$ cat config.mk
export PLATFORM = sky130hd
export DESIGN_NAME = cpu_run_controller
export DESIGN_NICKNAME = d
export VERILOG_FILES = /design/src/rtl/cpu_run_controller.sv
export SDC_FILE = /design/constraint.sdc
export NUM_CORES = 1
export LEC_CHECK = 0
export BUFFER_PORTS_ARGS = -buffer_cell sky130_fd_sc_hd__buf_4
export CAP_MARGIN = 0
export CORE_UTILIZATION = 40
export DETAILED_ROUTE_END_ITERATION = 16
export PLACE_DENSITY = 0.68
export SYNTH_ARGS = -nofsm -noshare
export SYNTH_HDL_FRONTEND = slang
export SYNTH_SLANG_ARGS = --single-unit
$ cat constraint.sdc
create_clock -name clk -period 6.2 [get_ports clk]
set_clock_uncertainty 0.2 [all_clocks]
set_input_delay 0.93 -clock clk [delete_from_list [all_inputs] [get_ports clk]]
set_output_delay 0.93 -clock clk [all_outputs]
set_load 0.01 [all_outputs]
$ cat src/rtl/cpu_run_controller.sv
// Run/load sequencer for the single-cycle 16-bit CPU: streams a program into
// instruction memory, then gates CPU execution with run/step/halt commands.
module cpu_run_controller #(
    parameter int DATA_W = 16,
    parameter int ADDR_W = 8,
    parameter int DEPTH  = 16
) (
    input  logic              clk,
    input  logic              reset,
    input  logic              load_start,
    input  logic [ADDR_W-1:0] load_len,
    input  logic              in_valid,
    output logic              in_ready,
    input  logic [DATA_W-1:0] in_data,
    input  logic              run_cmd,
    input  logic              step_cmd,
    input  logic              halt_cmd,
    input  logic [ADDR_W-1:0] pc,
    output logic              imem_we,
    output logic [ADDR_W-1:0] imem_addr,
    output logic [DATA_W-1:0] imem_wdata,
    output logic              cpu_en,
    output logic              cpu_rst_n,
    output logic [2:0]        state,
    output logic              done,
    output logic              err
);

    typedef enum logic [2:0] {
        S_IDLE = 3'd0,
        S_LOAD = 3'd1,
        S_CLR  = 3'd2,
        S_HALT = 3'd3,
        S_RUN  = 3'd4,
        S_STEP = 3'd5
    } state_t;

    localparam logic [ADDR_W:0]   DEPTH_W = (ADDR_W+1)'(DEPTH);
    localparam logic [ADDR_W-1:0] ONE     = ADDR_W'(1);

    state_t              state_q, state_d;
    logic [ADDR_W-1:0]   len_q, len_d;
    logic [ADDR_W-1:0]   cnt_q, cnt_d;
    logic                in_ready_q, in_ready_d;
    logic                rst_n_q, rst_n_d;
    logic                we_q, we_d;
    logic [ADDR_W-1:0]   addr_q, addr_d;
    logic [DATA_W-1:0]   wdata_q, wdata_d;
    logic                done_q, done_d;
    logic                err_q, err_d;
    logic                len_ok;
    logic                hs;
    logic                in_prog;

    assign len_ok  = (load_len != '0) && ({1'b0, load_len} <= DEPTH_W);
    assign hs      = in_ready_q & in_valid;
    assign in_prog = pc < len_q;

    always_comb begin
        state_d = state_q;
        len_d   = len_q;
        cnt_d   = cnt_q;
        we_d    = 1'b0;
        addr_d  = addr_q;
        wdata_d = wdata_q;
        done_d  = 1'b0;
        err_d   = 1'b0;
        cpu_en  = 1'b0;

        unique case (state_q)
            S_IDLE: begin
                if (load_start) begin
                    if (len_ok) begin
                        state_d = S_LOAD;
                        len_d   = load_len;
                        cnt_d   = '0;
                    end else begin
                        err_d = 1'b1;
                    end
                end
            end
            S_LOAD: begin
                if (hs) begin
                    we_d    = 1'b1;
                    addr_d  = cnt_q;
                    wdata_d = in_data;
                    cnt_d   = cnt_q + ONE;
                    if (cnt_q == len_q - ONE) state_d = S_CLR;
                end
            end
            S_CLR: state_d = S_HALT;
            S_HALT: begin
                // halt > step > run > load_start
                if (halt_cmd) begin
                    state_d = S_HALT;
                end else if (step_cmd) begin
                    state_d = S_STEP;
                end else if (run_cmd) begin
                    state_d = S_RUN;
                end else if (load_start) begin
                    if (len_ok) begin
                        state_d = S_LOAD;
                        len_d   = load_len;
                        cnt_d   = '0;
                    end else begin
                        err_d = 1'b1;
                    end
                end
            end
            S_RUN: begin
                cpu_en = in_prog & ~halt_cmd;
                if (halt_cmd) begin
                    state_d = S_HALT;
                end else if (!in_prog) begin
                    state_d = S_HALT;
                    done_d  = 1'b1;
                end
            end
            S_STEP: begin
                cpu_en  = in_prog & ~halt_cmd;
                done_d  = ~in_prog;
                state_d = S_HALT;
            end
            default: state_d = S_IDLE;
        endcase

        in_ready_d = (state_d == S_LOAD);
        rst_n_d    = (state_d == S_HALT) || (state_d == S_RUN) || (state_d == S_STEP);
    end

    always_ff @(posedge clk or negedge reset) begin
        if (!reset) begin
            state_q    <= S_IDLE;
            len_q      <= '0;
            cnt_q      <= '0;
            in_ready_q <= 1'b0;
            rst_n_q    <= 1'b0;
            we_q       <= 1'b0;
            addr_q     <= '0;
            wdata_q    <= '0;
            done_q     <= 1'b0;
            err_q      <= 1'b0;
        end else begin
            state_q    <= state_d;
            len_q      <= len_d;
            cnt_q      <= cnt_d;
            in_ready_q <= in_ready_d;
            rst_n_q    <= rst_n_d;
            we_q       <= we_d;
            addr_q     <= addr_d;
            wdata_q    <= wdata_d;
            done_q     <= done_d;
            err_q      <= err_d;
        end
    end

    assign in_ready   = in_ready_q;
    assign cpu_rst_n  = rst_n_q;
    assign imem_we    = we_q;
    assign imem_addr  = addr_q;
    assign imem_wdata = wdata_q;
    assign state      = state_q;
    assign done       = done_q;
    assign err        = err_q;

endmodule
==> impl_metrics.json, run 1 <==
{
  "fill_cells": 556,
  "timing.rr.start": "state[0]$_DFF_PN0_",
  "dr.pass1.iters": 4,
  "avgSynthCellArea_um2": 9.02,
  "cts.sinks": 48,
  "p_switching_mw": 0.436,
  "wl_met2_um": 2510,
  "crit_type": "register to register",
  "netlist_instances": 266,
  "die-area_mm2": 0.00631,
  "ys_seq_elements": 48,
  "relSlewSlack": 0.297,
  "startpoint": "state[0]$_DFF_PN0_",
  "setup_viol": 0,
  "comb_power_share": 0.407,
  "dp_hpwl_um": 3760,
  "postRouteAntennaNets": 0,
  "reg2reg_slack_ns": 2.78,
  "synth_area_leader_cell": "dfrtp_1",
  "syn-num-nets": 314,
  "synth_cell_types": 39,
  "leakagePower_nw": 1.56,
  "worst_pin_slew_ns": 1.05,
  "met1Wirelength_um": 2450,
  "drtIter0Drc": 120,
  "power_density_mw_per_mm2": 377,
  "tritoncts": "done",
  "yosys.area.top_type_share": 0.501,
  "top_layer_used": "met4",
  "grt_pass1_wl_um": 8950,
  "htreeDepth": 2,
  "overflow": 0,
  "cts_hold_buf": 0,
  "synth_most_common_cell": "nand2_1",
  "vdd_ir_drop_max_mv": 0.154,
  "final_layout_size_suffix_gt1_frac": 0.266,
  "initial_core_util": 0.425,
  "ys.flop_type": "dfrtp_1",
  "clock_latency_ns": 0.30,
  "synth_area_leaders": "dfrtp_1, nand2_1, ha_1",
  "drv_slew": 0,
  "fp.dieH_um": 79.4,
  "crit_required_ns": 6.15,
  "num-nets-final": 382,
  "endpoint": "cnt_q[7]$_DFFE_PN0P_",
  "timing.final.crit_share": 0.552,
  "gp_congestion": 0.744,
  "synth.cell_area_mm2": 0.00240,
  "hold_viol": 0,
  "final_cell_area_mm2": 0.00307,
  "wl_um": 5210,
  "vias_per_cell": 4.91,
  "ios": 72,
  "wl_met3_um": 184,
  "postCtsResizedCells": 0,
  "numPortBuffers": 71,
  "wl_per_cell_um": 12.8,
  "grt_pass1_vias": 1887,
  "cp_max_fo": 30,
  "ys_warn_count": 0,
  "hold_depth": 2,
  "sw_frac_of_total": 0.377,
  "period_minus_slack_ns": 3.42,
  "worstRegToRegCells": 8,
  "crit-reg2reg-capture": "cnt_q[7]$_DFFE_PN0P_",
  "internal_power_mw": 0.720,
  "clockBufferDepth": 2,
  "outcome": "finished clean",
  "power_frac_seq": 0.430,
  "fin_tns_setup_ns": 0,
  "grtUsageTotal": 0.183,
  "root_buffer": "clkbuf_8",
  "clk_pin_slew_ns": 0.08,
  "max_freq_mhz": 292,
  "multi_input_area_mm2": 0.00111,
  "rsz0062_at_grt": "false",
  "yosysSeqAreaShare": 0.501,
  "yosys-top-cells-count": "nand2_1, dfrtp_1, nor2_1, a21oi_1, xnor2_1",
  "grt_max_degree": 49,
  "n_antenna_cell": 0,
  "core-area_mm2": 0.00564,
  "postSynth.asyncResetShare": 1.00,
  "hp-class": "register to register",
  "start_kind": "register",
  "die_x_um": 79.4,
  "cts_setup_buffers": 0,
  "maxCapViolCount": 0,
  "end_kind": "register",
  "antenna_found_initial": 0,
  "clockPowerShare": 0.163,
  "synth_edf_count": 0,
  "vias": 1994,
  "dpl-instance-area_mm2": 0.00298,
  "cts_buffers": 5,
  "cp_data_arrival_time_ns": 3.38,
  "drc_errors": 0,
  "area_growth_pct": 28.0,
  "rows": 27,
  "regArea_mm2": 0.00120
}
[layer usage]
metal,vias up,global-route usage
li1,1018,-
met1,933,0.247
met2,39,0.297
met3,4,0.0377
met4,0,0.0491
met5,-,0
[worst max-delay path, stage by stage (launching register included)]
cell and delay (ns):
dfrtp_1 0.51, inv_2 0.07, nor3_1 0.29, nand3_1 0.79, inv_2 0.75, nand4_1 0.22, nor3_1 0.26, xnor2_1 0.15
nor2_1 0.05
[state kept, by name, indices dropped and copies added (netlist names)]
| register | flops |
|---|---|
| state | 3 |
| err | 1 |
| len_q | 8 |
| imem_addr | 8 |
| done | 1 |
| in_ready | 1 |
| cnt_q | 8 |
| imem_we | 1 |
| imem_wdata | 16 |
| cpu_rst_n | 1 |
[worst min-delay path by stage]
| stage | slack (ns) | end | startpoint |
|---|---|---|---|
| 5_1_grt | 0.31 | imem_wdata[11]$_DFFE_PN0P_ | imem_wdata[11]$_DFFE_PN0P_ |
| 2_1_floorplan | 0.30 | imem_addr[7]$_DFFE_PN0P_ | cnt_q[7]$_DFFE_PN0P_ |
| 6_report | 0.28 | imem_addr[2]$_DFFE_PN0P_ | imem_addr[2]$_DFFE_PN0P_ |
| 3_3_place_gp | 0.26 | imem_wdata[12]$_DFFE_PN0P_ | imem_wdata[12]$_DFFE_PN0P_ |
| 4_1_cts | 0.29 | imem_addr[5]$_DFFE_PN0P_ | imem_addr[5]$_DFFE_PN0P_ |
| 3_5_place_dp | 0.26 | imem_addr[5]$_DFFE_PN0P_ | imem_addr[5]$_DFFE_PN0P_ |
[metrics by stage]
step	cells	hold WS, ns	worst slack [ns]	utilization	total power [mW]
after floorplan	266	0.299	3.09	-	0.781
after global placement	399	0.260	2.69	0.528	0.963
after detailed placement	399	0.265	2.65	0.528	0.977
after CTS	406	0.286	2.72	0.544	1.17
after global routing	406	0.315	2.28	0.544	1.26
final	406	0.282	2.78	0.544	1.16
[power by group through the flow]
| stage | Combinational (mW) | Clock (mW) | Sequential [mW] |
|---|---|---|---|
| finish | 0.471 | 0.188 | 0.497 |
| global route | 0.535 | 0.213 | 0.513 |
| CTS | 0.477 | 0.193 | 0.497 |
| detailed placement | 0.474 | 0 | 0.503 |
| global placement | 0.462 | 0 | 0.501 |
| floorplan | 0.275 | 0 | 0.506 |
[kinds of logic after synthesis]
kind of cell | count (synthesis) | synth area share
adder cells (fa/ha/maj) | 9 | 0.0469
AND/OR/NAND/NOR | 139 | 0.255
XOR/XNOR | 14 | 0.0511
flip-flops | 48 | 0.501
multiplexers | 5 | 0.0235
AO/OA/AOI/OAI | 29 | 0.0861
buffers and inverters | 22 | 0.0370
[layout make-up]
| cell class | instances | area share |
|---|---|---|
| clock buffers | 6 | 0.0269 |
| inverters | 12 | 0.0147 |
| multi-input cells | 196 | 0.361 |
| clock inverters | 1 | 0.00285 |
| flip-flops and latches | 48 | 0.391 |
| repair buffers | 71 | 0.174 |
| well taps | 72 | 0.0294 |
[cell usage in the layout (no fill, tap or decap), drive strengths merged]
| master | count |
|---|---|
| and3 | 1 |
| o21ai | 5 |
| clkbuf | 6 |
| nor3 | 9 |
| a21oi | 10 |
| o211ai | 1 |
| nand3 | 4 |
| nor2 | 24 |
| nor4b | 1 |
| dfrtp | 48 |
| nand3b | 2 |
| nand2 | 85 |
| nor2b | 1 |
| xor2 | 4 |
| o2111ai | 1 |
| buf | 71 |
| xnor2 | 10 |
| a41oi | 1 |
| nand2b | 2 |
| or3b | 1 |
| or2b | 1 |
| or4b | 1 |
| clkinv | 1 |
| a221oi | 1 |
| a31oi | 3 |
| a211oi | 2 |
| nor4 | 4 |
| nand4 | 3 |
| a2111oi | 2 |
| mux2 | 5 |
| inv | 12 |
| a211o | 3 |
| ha | 9 |
No activity file was read; power rests on OpenSTA's default activity.
==> inputs of run 2 (changes only) <==
Settings changed: ABC_AREA set to 1, PLACE_DENSITY 0.68 to 0.69.
Clock period 6.2 ns to 2.95 ns, I/O delays scaled along.
==> run 2 against run 1 <==
Sequential cell count is the same. Setup slack lost 2.3 ns. Hold slack worse by 0.15 ns. Sequential share of layout area is 3.3 points lower. Cell count increased by 23%. Non-clock buffer count increased by 2. Wire length rose by 11%. Die area grew 8.8%. Critical endpoint is now cpu_en. Largest power group is now combinational cells.
==> impl_metrics.json, run 2 <==
{
  "p_switching_mw": 1.25,
  "synth_cell_types": 31,
  "fp.dieH_um": 82.9,
  "core-area_mm2": 0.00631,
  "power_mw": 3.01,
  "antenna_found_initial": 0,
  "numPortBuffers": 71,
  "ys_warn_count": 0,
  "postSynth.asyncResetShare": 1.00,
  "rows": 29,
  "cp_slowest_cell": "dfrtp_1",
  "grt_pass1_wl_um": 10200,
  "rsz0062_at_grt": "false",
  "synth_area_leader_cell": "dfrtp_1",
  "drtIter0Drc": 140,
  "worst_pin_slew_ns": 0.609,
  "fill_cells": 631,
  "crit_type": "register to output pin",
  "yosys.area.top_type_share": 0.459,
  "ys.flop_type": "dfrtp_1",
  "largest_reg_flops": 16,
  "hp-class": "input pin to register",
  "dp_hpwl_um": 4290,
  "wl_per_cell_um": 11.6,
  "max_freq_mhz": 405,
  "overflow": 0,
  "end_kind": "output pin",
  "fin_hold_ws_ns": 0.134,
  "drc_errors": 0,
  "htreeDepth": 2,
  "relSlewSlack": 0.594,
  "maxCapViolCount": 0,
  "tritoncts": "done",
  "comb_power_share": 0.462,
  "vdd_ir_drop_max_mv": 0.526,
  "clockBufferDepth": 2,
  "netlist_instances": 347,
  "final_common_cell": "nand2_1",
  "yosys-top-cells-count": "nand2_1, dfrtp_1, nor2_1, inv_1, nand3_1",
  "hold_viol": 0,
  "internal_power_mw": 1.76,
  "reg2reg_slack_ns": 0.83,
  "sw_frac_of_total": 0.415,
  "cts_buffers": 5,
  "grt_max_degree": 49,
  "timing.final.crit_share": 0.838,
  "die_x_um": 82.9,
  "period_minus_slack_ns": 2.47,
  "clock_latency_ns": 0.30,
  "fin_tns_setup_ns": 0,
  "critPathMaxStageDelay_ns": 0.44,
  "regArea_mm2": 0.00120,
  "vias_per_cell": 4.83,
  "start_kind": "register",
  "setup_viol": 0,
  "clockPowerShare": 0.167,
  "ios": 72,
  "ys_seq_elements": 48,
  "cp_data_arrival_time_ns": 1.83,
  "synth.cell_area_mm2": 0.00262,
  "outcome": "finished clean",
  "power_density_mw_per_mm2": 897,
  "postCtsResizedCells": 0,
  "dp.cells": 489,
  "yosysSeqAreaShare": 0.459,
  "cts.sinks": 48,
  "final_cell_area_mm2": 0.00335,
  "cts_setup_buffers": 0,
  "synth_edf_count": 0,
  "gp_congestion": 0.873,
  "root_buffer": "clkbuf_8",
  "synth_area_leaders": "dfrtp_1, nand2_1, nor2_1",
  "cts_hold_buf": 1,
  "grt.busiest_layer": "met2",
  "num-nets-final": 468,
  "syn-num-nets": 395,
  "crit_required_ns": 2.31,
  "cp_max_fo": 5,
  "dpl-instance-area_mm2": 0.00322,
  "die-area_mm2": 0.00686,
  "cp.buffers_inverters": 2,
  "grt_use_met2": 0.303,
  "use_met1": 0.238,
  "postRouteAntennaNets": 0,
  "power_frac_seq": 0.371,
  "synth_most_common_cell": "nand2_1",
  "cp_top_family": "flip-flops",
  "multi_input_area_mm2": 0.00124,
  "dr.pass1.iters": 4,
  "avgSynthCellArea_um2": 7.54,
  "met3_usage": 0.0368,
  "layout_common_cells": "nand2_1, buf_4, dfrtp_1",
  "grt_pass1_vias": 2283,
  "leakagePower_nw": 1.79,
  "vias": 2405,
  "n_antenna_cell": 0,
  "cpMostUsedCell": "nand2_1",
  "grtUsageTotal": 0.181,
  "path_cells": "inv_1 > ha_1 > a21oi_1 > nand2_1 > nand2_1 > nand3_1 > nor2_1 > buf_4",
  "final_cells": 498,
  "final_layout_size_suffix_gt1_frac": 0.226,
  "area_growth_pct": 28.2,
  "wl_um": 5770,
  "drv_slew": 0,
  "clk_pin_slew_ns": 0.09,
  "initial_core_util": 0.414
}
## run 2: cell types whose count changed after synthesis, moves of 4 or more
cell	previous run	this run
xor2_1	4	9
nand2_1	85	131
mux2_1	5	0
a21oi_1	10	3
xnor2_1	10	2
o31ai_1	0	4
nand3_1	4	18
nor3_1	8	2
inv_1	9	32
nor2_1	23	38
o21ai_0	4	13
## run 2: power groups by stage
stage	Clock [mW]	Combinational, mW	Sequential (mW)
finish	0.501	1.39	1.12
global route	0.540	1.60	1.15
CTS	0.516	1.41	1.11
detailed placement	0	1.40	1.12
global placement	0	1.37	1.12
floorplan	0	0.819	1.16
## run 2: path summary, 6_finish.rpt
| path | start | to | depth (start not counted) |
|---|---|---|---|
| max | len_q[3]$_DFFE_PN0P_ | cpu_en | 8 |
| max in group asynchronous | reset | err$_DFF_PN0_ | 2 |
| min in group asynchronous | reset | len_q[3]$_DFFE_PN0P_ | 2 |
| max reg2reg | state[1]$_DFF_PN0_ | cnt_q[3]$_DFFE_PN0P_ | 10 |
| min | in_data[12] | imem_wdata[12]$_DFFE_PN0P_ | 3 |
| min reg2reg | imem_wdata[7]$_DFFE_PN0P_ | imem_wdata[7]$_DFFE_PN0P_ | 2 |
## run 2: area by class of cell
| class | instances | share of cell area |
|---|---|---|
| clock buffer | 6 | 0.0246 |
| sequential | 48 | 0.358 |
| clock inverter | 2 | 0.0116 |
| multi-input combinational | 254 | 0.369 |
| timing repair buffer | 73 | 0.164 |
| tap | 77 | 0.0287 |
| inverter | 38 | 0.0433 |
## run 2: metrics by stage
stage,setup slack [ns],utilization
floorplan,1.00,-
CTS,0.466,0.531
global route,0.361,0.531
global placement,0.790,0.510
finish,0.479,0.531
detailed placement,0.764,0.510
## run 2: worst register-to-register path: cells and delay by family (launching register included)
kind | cells | cell delay, ns
AOI/OAI and AO/OA | 1 | 0.16
xor gates and xnor gates | 1 | 0.17
DFF | 1 | 0.47
buffers and inverters | 3 | 0.40
and+or+nand+nor | 5 | 0.59
## run 2: per-layer routing
metal,part of all wire,wire length [um],vias to the layer above
li1,-,-,1235
met1,0.47,2720,1120
met2,0.48,2750,41
met3,0.039,228,9
met4,0.012,69,0
met5,0,0,-
## run 2: logic make-up (layout without fill, tap and decap cells)
group | Yosys count | after routing | synth area share
AND/OR/NAND/NOR | 204 | 204 | 0.323
flip-flops | 48 | 48 | 0.459
buffers and inverters | 45 | 119 | 0.0670
XOR/XNOR | 11 | 11 | 0.0368
AO/OA/AOI/OAI | 30 | 30 | 0.0703
adder cells (fa/ha/maj) | 9 | 9 | 0.0431
